[src/rtl/react_run_length.sv]
// react_run_length: run-length encoder for the one-bit reactive stream.
// Consecutive identical samples are grouped into (bit, length) tokens and
// queued in a small FIFO drained through a valid/ready handshake.
// Optional feature macro: REACT_RLE_FLUSH_EN adds a `flush` input that
// closes the run in progress on demand.
module react_run_length #(
  parameter int CNT_W      = 8,
  parameter int FIFO_DEPTH = 4
) (
  input  logic                               clk,
  input  logic                               rst,
  input  logic [0:0]                         __in0,
  input  logic                               in_en,
`ifdef REACT_RLE_FLUSH_EN
  input  logic                               flush,
`endif
  output logic                               out_valid,
  input  logic                               out_ready,
  output logic                               out_bit,
  output logic [CNT_W-1:0]                   out_len,
  output logic                               ovf,
  output logic [$clog2(FIFO_DEPTH+1)-1:0]    level
);

  localparam int PTR_W = $clog2(FIFO_DEPTH);
  localparam int LVL_W = $clog2(FIFO_DEPTH+1);
  localparam logic [CNT_W-1:0] MAX_LEN = '1;

  typedef enum logic {IDLE, RUN} state_t;

  state_t             state;
  state_t             state_nxt;
  logic               cur_bit;
  logic               cur_bit_nxt;
  logic [CNT_W-1:0]   count;
  logic [CNT_W-1:0]   count_nxt;
  logic [1:0]         rst_pipe;
  logic               active;
  logic               sample;
  logic               flush_req;
  logic               push;
  logic               push_bit;
  logic [CNT_W-1:0]   push_len;
  logic               full;
  logic               pop;
  logic               do_push;
  logic [PTR_W-1:0]   wr_ptr;
  logic [PTR_W-1:0]   rd_ptr;
  logic [CNT_W:0]     mem [FIFO_DEPTH];
  logic [CNT_W:0]     head;

  // Two-stage release synchroniser; sampling starts only once it has filled
  always_ff @(posedge clk or negedge rst) begin
    if (!rst) rst_pipe <= 2'b00;
    else      rst_pipe <= {rst_pipe[0], 1'b1};
  end

  assign active = rst_pipe[1];
  assign sample = active & in_en;

`ifdef REACT_RLE_FLUSH_EN
  assign flush_req = active & flush;
`else
  assign flush_req = 1'b0;
`endif

  // State register plus the run bookkeeping that travels with it
  always_ff @(posedge clk or negedge rst) begin
    if (!rst) begin
      state   <= IDLE;
      cur_bit <= 1'b0;
      count   <= '0;
    end else begin
      state   <= state_nxt;
      cur_bit <= cur_bit_nxt;
      count   <= count_nxt;
    end
  end

  // Next-state: a sample opens a run; only a flush without a sample closes it
  always_comb begin
    state_nxt = state;
    case (state)
      IDLE: if (sample) state_nxt = RUN;
      RUN:  if (flush_req && !sample) state_nxt = IDLE;
      default: state_nxt = IDLE;
    endcase
  end

  // Run update and token push decision for the current cycle
  always_comb begin
    push        = 1'b0;
    push_bit    = cur_bit;
    push_len    = count;
    cur_bit_nxt = cur_bit;
    count_nxt   = count;
    case (state)
      IDLE: begin
        if (sample) begin
          cur_bit_nxt = __in0[0];
          count_nxt   = CNT_W'(1);
        end
      end
      RUN: begin
        if (flush_req) begin
          push = 1'b1;
          if (sample) begin
            cur_bit_nxt = __in0[0];
            count_nxt   = CNT_W'(1);
          end else begin
            cur_bit_nxt = 1'b0;
            count_nxt   = '0;
          end
        end else if (sample) begin
          if (__in0[0] != cur_bit) begin
            push        = 1'b1;
            cur_bit_nxt = __in0[0];
            count_nxt   = CNT_W'(1);
          end else if (count == MAX_LEN) begin
            push      = 1'b1;
            count_nxt = CNT_W'(1);
          end else begin
            count_nxt = count + CNT_W'(1);
          end
        end
      end
      default: begin
        cur_bit_nxt = 1'b0;
        count_nxt   = '0;
      end
    endcase
  end

  assign full      = (level == LVL_W'(FIFO_DEPTH));
  assign out_valid = (level != '0);
  assign pop       = out_valid & out_ready;
  assign do_push   = push & (~full | pop);

  // Token storage; contents are qualified by level so no reset is needed
  always_ff @(posedge clk) begin
    if (do_push) mem[wr_ptr] <= {push_bit, push_len};
  end

  // Pointers and occupancy; pointers wrap naturally at the power-of-two depth
  always_ff @(posedge clk or negedge rst) begin
    if (!rst) begin
      wr_ptr <= '0;
      rd_ptr <= '0;
      level  <= '0;
    end else begin
      if (do_push) wr_ptr <= wr_ptr + PTR_W'(1);
      if (pop)     rd_ptr <= rd_ptr + PTR_W'(1);
      case ({do_push, pop})
        2'b10:   level <= level + LVL_W'(1);
        2'b01:   level <= level - LVL_W'(1);
        default: level <= level;
      endcase
    end
  end

  // Sticky overflow: set when a token is lost to a full FIFO
  always_ff @(posedge clk or negedge rst) begin
    if (!rst)                    ovf <= 1'b0;
    else if (push && full && !pop) ovf <= 1'b1;
  end

  assign head    = mem[rd_ptr];
  assign out_bit = out_valid ? head[CNT_W] : 1'b0;
  assign out_len = out_valid ? head[CNT_W-1:0] : '0;

endmodule

[config.mk]
export PLATFORM = sky130hd
export DESIGN_NAME = react_run_length
export DESIGN_NICKNAME = d
export VERILOG_FILES = /design/src/rtl/react_run_length.sv
export SDC_FILE = /design/constraint.sdc
export NUM_CORES = 1
export LEC_CHECK = 0
export CAP_MARGIN = 40
export CELL_PAD_IN_SITES_DETAIL_PLACEMENT = 1
export CELL_PAD_IN_SITES_GLOBAL_PLACEMENT = 2
export CORE_UTILIZATION = 37
export CTS_CLUSTER_SIZE = 25
export DETAILED_ROUTE_END_ITERATION = 10
export PLACE_DENSITY_LB_ADDON = 0.12
export SLEW_MARGIN = 0
export SYNTH_ARGS = -nofsm -noshare
export SYNTH_HDL_FRONTEND = slang
export SYNTH_SLANG_ARGS = --single-unit
export TNS_END_PERCENT = 50
[constraint.sdc]
create_clock -name clk -period 2.1 [get_ports clk]
set_input_delay 0.525 -clock clk [delete_from_list [all_inputs] [get_ports clk]]
set_output_delay 0.525 -clock clk [all_outputs]
set_load 0.05 [all_outputs]
Word-level counts from Yosys, hierarchy flattened
Memory sizes are Yosys's and may differ from the RTL's. Cells that the tools add are included.

Add/subtract/negate cells: 5. Mux-type cells: 20. Eq/ne operators: 8. Bitwise operators: 6. Reductions and logical operators: 7.

Operators with widths (number): two-way mux 8 bit (5); case mux 8 bit (2 select lines) (1); two-way mux 1 bit (11); adder 8 x 1 -> 8 bit, second input constant (1); equality test 8 bit, second input constant (1); case mux 3 bit (2 select lines) (1); adder 2 x 1 -> 2 bit, second input constant (2); inequality test 2 x 1 -> 1 bit, second input constant (2); case mux 1 bit (2 select lines) (2); adder 3 x 1 -> 3 bit, second input constant (1); bitwise AND 1 bit (3); equality test 3 bit, second input constant (1); AND reduction 3 bit (1); nonzero test 3 bit (1); subtractor 3 x 1 -> 3 bit, second input constant (1); equality test 2 x 1 -> 1 bit, second input constant (1); equality test 2 bit, second input constant (1); logical AND 1 bit (2); inequality test 2 bit, second input constant (1); inverter 1 bit (2); AND reduction 2 bit (1); nonzero test 2 bit (1); zero test 1 bit (1); inequality test 1 bit (1); OR 1 bit (1).

Memory bits (writable): 36. Register bits: 20. Logic and storage cells: 55. Input bits: 5. Memories: 1. Output and inout port bits: 14.

Memory list: mem (words 4, width 9, read ports 1, clocked after memory_dff 0, wr ports 1, RTL line 49) `logic [CNT_W:0] mem [FIFO_DEPTH];`.

Logic depth before layout (Yosys ltp)
Word-level depth: 8. Depth in mapped cells: 10. Gate-level depth less buffers: 10.

Worst setup path before layout
OpenSTA, ideal clock, no wires.

Path type: reg2reg. From: register level[0]. To: register level[2]. Arrival time: 2.679 ns. Buffers on the path: 1. Setup time: 0.142 ns. Period minus slack after synthesis: 2.820 ns. Path slack: -0.720 ns. Stages on the path, launching flop included: 9. Cell sequence: dfrtp_1 inv_1 nand3_1 clkbuf_1 nand3_1 fa_1 nor4_2 or3_1 o211ai_2.

Cells in the longest elaborated chain, start to end: 6. Elaborated cells on any way between the ends: 12. Those cells by class: add/sub: 2; eq/ne: 3; mux: 1; bitwise: 4; reduce/logical: 2.

RTL lines: start: declaration (RTL line 22) `output logic [$clog2(FIFO_DEPTH+1)-1:0] level`; start signal: assignment (RTL line 154) `2'b10: level <= level + LVL_W'(1);`; start signal: assignment (RTL line 155) `2'b01: level <= level - LVL_W'(1);`; start signal: assignment (RTL line 156) `default: level <= level;`; nonzero test 3 bit * (RTL line 135) `assign out_valid = (level != '0);`; net out_valid (RTL line 17) `output logic out_valid,`; bitwise AND 1 bit * (RTL line 136) `assign pop = out_valid & out_ready;`; OR 1 bit (RTL line 137) `assign do_push = push & (~full | pop);`; bitwise AND 1 bit (RTL line 137); equality test 2 x 1 -> 1 bit / equality test 2 bit (equally long branches) (RTL line 153) `case ({do_push, pop})`; case mux 3 bit (2 select lines) / nonzero test 2 bit (equally long branches).

Mark *: on every way through the listed nets, which the timed path passes. The rest lies on a longest branch. A chain may end at the register's enable or synchronous reset.

Worst setup path in the final report
From: register rd_ptr[0]. To: output out_len[6].

Cells in the longest elaborated chain, start to end: 2.

RTL lines: start: declaration (RTL line 48) `logic [PTR_W-1:0] rd_ptr;`; start signal: assignment (RTL line 152) `if (pop) rd_ptr <= rd_ptr + PTR_W'(1);`; memory (4 x 9 bit); two-way mux 8 bit (RTL line 169) `assign out_len = out_valid ? head[CNT_W-1:0] : '0;`; end: declaration (RTL line 20) `output logic [CNT_W-1:0] out_len,`.

Every way passes these cells.

==> results.toml <==
[route]
routed-via-count = 1576
dr.pass1.iters = 9
viasPerCell = 5.17
ant_nets = 0
wire_per_inst_um = 17.1
wl_um = 5230
initialDrtViolationCount = 52
drc_errors = 2

[yosys]
synth_edf_count = 36
netlist_top_cells_area = "edfxtp_1, dfrtp_1, mux4_2"
yosys.area_share.simple_pct = 15.3
synth_cell_types = 48
synth-adder-area-share_pct = 3.24
yosysSeqAreaShare_pct = 62.1
ys_async_sr_fraction_pct = 35.7
syn_area_sq_um = 2550
yosysTopAreaCell = "edfxtp_1"
synth_ff_type = "edfxtp_1"
ys_ff_latch = 56
yosysWarnings = 0
synth_top_area_share_pct = 42.4
synth.avg_cell_area_sq_um = 14.5
synth_most_common_cell = "edfxtp_1"
synth_compound_area_share_pct = 5.84
synthCells = 176
syn_nets = 187
synth_xor_area_share_pct = 3.14
synth_top_family_by_area = "simple AND/OR/NAND/NOR gates"
synthTopCellsByCount = "edfxtp_1, dfrtp_1, and2_1"
synth_mux_area_share_pct = 8.40

[finish]
drive_above_1_share_pct = 39.5
multi_input_area_sq_um = 957
nFillCells = 658
seq_area_sq_um = 1590
insertedDiodeCount = 0
final_area_sq_um = 3260
fin_nets = 238
syn2layout_area_growth_pct = 27.9

[power]
switching_share_pct = 39.0
leakage_uw = 0.00126
p_int_uw = 2620
power.switching_uw = 1680
power_density_nw_per_um2 = 1320
clkPwrFrac_pct = 13.2
seqPwrFrac_pct = 35.4
pwr-share-comb_pct = 51.5
vdd_ir_drop_max_mv = 0.385

[sta]
fin_crit_sh_pct = 106
finalWorstSetupSlack_ps = -125
final.setup_skew_ps = 12.9
tightest_slew_ps = 498
min_period_ps = 2220
drv_slew = 0
fmax_mhz = 450
relSlewSlack_pct = 66.7
finalHoldViolations = 0
final-setup-viol-count = 9
grt_setup_unrepaired = "yes"
finalSetupTns_ps = -990

[floorplan]
rows = 29
die_w_um = 85.0
start_util_pct = 39.2
ios = 19
die_h_um = 85.0
die-area_sq_um = 7220
core-area_sq_um = 6490

[clock_network]
cts-buffers-inserted = 5
ctsHoldBuffers = 0
cts.sinks = 56
max-clock-path-buffers = 2
cts.reportedPaths.clkPinSlew_ps = 90
cts_tree = "done"
h-tree-depth = 2
clock_latency_ps = 310
root_buffer = "clkbuf_8"

[outcome]
violations = "design-rule violations, negative setup slack"
outcome = "complete, but fails checks"

[worst_setup_path]
path_class = "reg2out"
worstReg2RegStart = "count[0]$_DFFE_PN0P_"
critPathMaxFanout = 5
cp_data_arrival_time_ps = 1700
r2r-end = "level[2]$_DFFE_PN0P_"
timing.reg2reg.setup_slack_ps = 30
cp.required_ps = 1570
crit_path_start_kind = "flop"
end_kind = "output port"
reg2reg_depth = 10

[placed_design]
gp_congestion = 0.748
placed_cell_area_sq_um = 3050
hpwlAfterDp_um = 3860
placement.io_buffers = 18

[global_route]
grt_overflow = 0
grt_pass1_wl_um = 8860
grt_max_degree = 21
grt_usage_pct = 16.4
grt_pass1_vias = 1744
grt_antenna_before_repair = 0

[worst_hold_path]
min_from = "rst_pipe[0]$_DFF_PN0_"
worstHoldPathType = "reg2reg"
hold_depth = 0
min_to = "rst_pipe[1]$_DFF_PN0_"

[flow_run]
max_cap_violations = 0
-- stage by stage --
step	cells	utilization, %	setup slack (ps)	hold slack (ps)	power, uW
floorplan	176	-	1.67	229	2800
global placement	294	47.0	-400	345	3370
detailed placement	294	47.0	-603	347	3450
CTS	305	50.0	-161	368	4290
global route	305	50.2	-200	389	4530
finish	305	50.2	-125	361	4290
-- power groups by stage --
stage	clock network, uW	logic, uW	registers (uW)
2_1_floorplan	0	1200	1610
5_1_grt	634	2360	1540
3_5_place_dp	0	1910	1540
6_report	566	2210	1520
3_3_place_gp	0	1860	1510
4_1_cts	584	2170	1530
-- state kept, by name, summed over array words and instances (netlist names) --
name	count
ovf	1
count	8
rd_ptr	2
wr_ptr	2
level	3
cur_bit	1
rst_pipe	2
mem	36
state	1
-- area by class of cell --
type / count / share of cell area [%]
clock buffer: 6 / 2.23
clock inverter: 2 / 0.384
inverter: 6 / 0.691
multi-input combinational: 109 / 29.4
sequential: 56 / 48.7
tap: 77 / 2.96
timing repair buffer: 49 / 15.6
-- worst max path at each step --
| stage | slack (ps) | end | cells past startpoint | from |
|---|---|---|---|---|
| floorplan | 2 | level[2]$_DFFE_PN0P_ | 8 | level[2]$_DFFE_PN0P_ |
| global placement | -400 | level[2]$_DFFE_PN0P_ | 9 | __in0 |
| detailed placement | -600 | level[2]$_DFFE_PN0P_ | 9 | __in0 |
| CTS | -160 | out_len[0] | 4 | rd_ptr[0]$_DFFE_PN0P_ |
| global route | -200 | out_len[4] | 4 | rd_ptr[0]$_DFFE_PN0P_ |
| finish | -120 | out_len[6] | 4 | rd_ptr[0]$_DFFE_PN0P_ |
-- routing by layer --
metal / share of wire, % / GRT usage (%) / vias to the layer above
met5: 0 / 0 / -
li1: - / - / 746
met2: 52 / 29.5 / 18
met3: 1.9 / 3.31 / 7
met4: 1.4 / 4.62 / 0
met1: 45 / 19.8 / 805
-- logic make-up (layout without fill, tap and decap cells) --
logic type      Yosys count  in the layout
other cells               1              1
xor+xnor                  7              7
simple gates             66             66
mux                      10             10
buf+inv                  11             63
compound gates           19             19
flops                    56             56
fa+ha+maj                 6              6
-- critical path, cell delays in order (launching register included) --
cell,delay [ps]
dfrtp_2,430
clkbuf_16,170
mux4_2,480
and2_4,170
buf_6,140
-- timing repair --
action                     4_1_cts  5_1_grt
setup endpoints to repair       10       10
setup buffers                    2        0
resized for setup               21        7
gates cloned                     1        0
pin swaps                        3        1
-- placed cells by master (no fill, tap or decap), drive strengths merged, types with 2 or more instances in the layout --
cell / synthesis / final
a21o: 2 / 2
a21oi: 4 / 4
a22o: 2 / 2
and2: 14 / 14
buf: 3 / 41
clkbuf: 2 / 7
clkdlybuf4s50: 0 / 6
dfrtp: 20 / 20
edfxtp: 36 / 36
ha: 5 / 5
inv: 6 / 6
mux4: 9 / 9
nand2: 15 / 15
nand3: 9 / 9
nand3b: 2 / 2
nand4: 3 / 3
nor2: 12 / 12
nor3: 5 / 5
o21a: 2 / 2
o21ai: 3 / 3
or3: 2 / 2
xnor2: 6 / 6
Note: power is estimated with default switching activity, not from simulation.
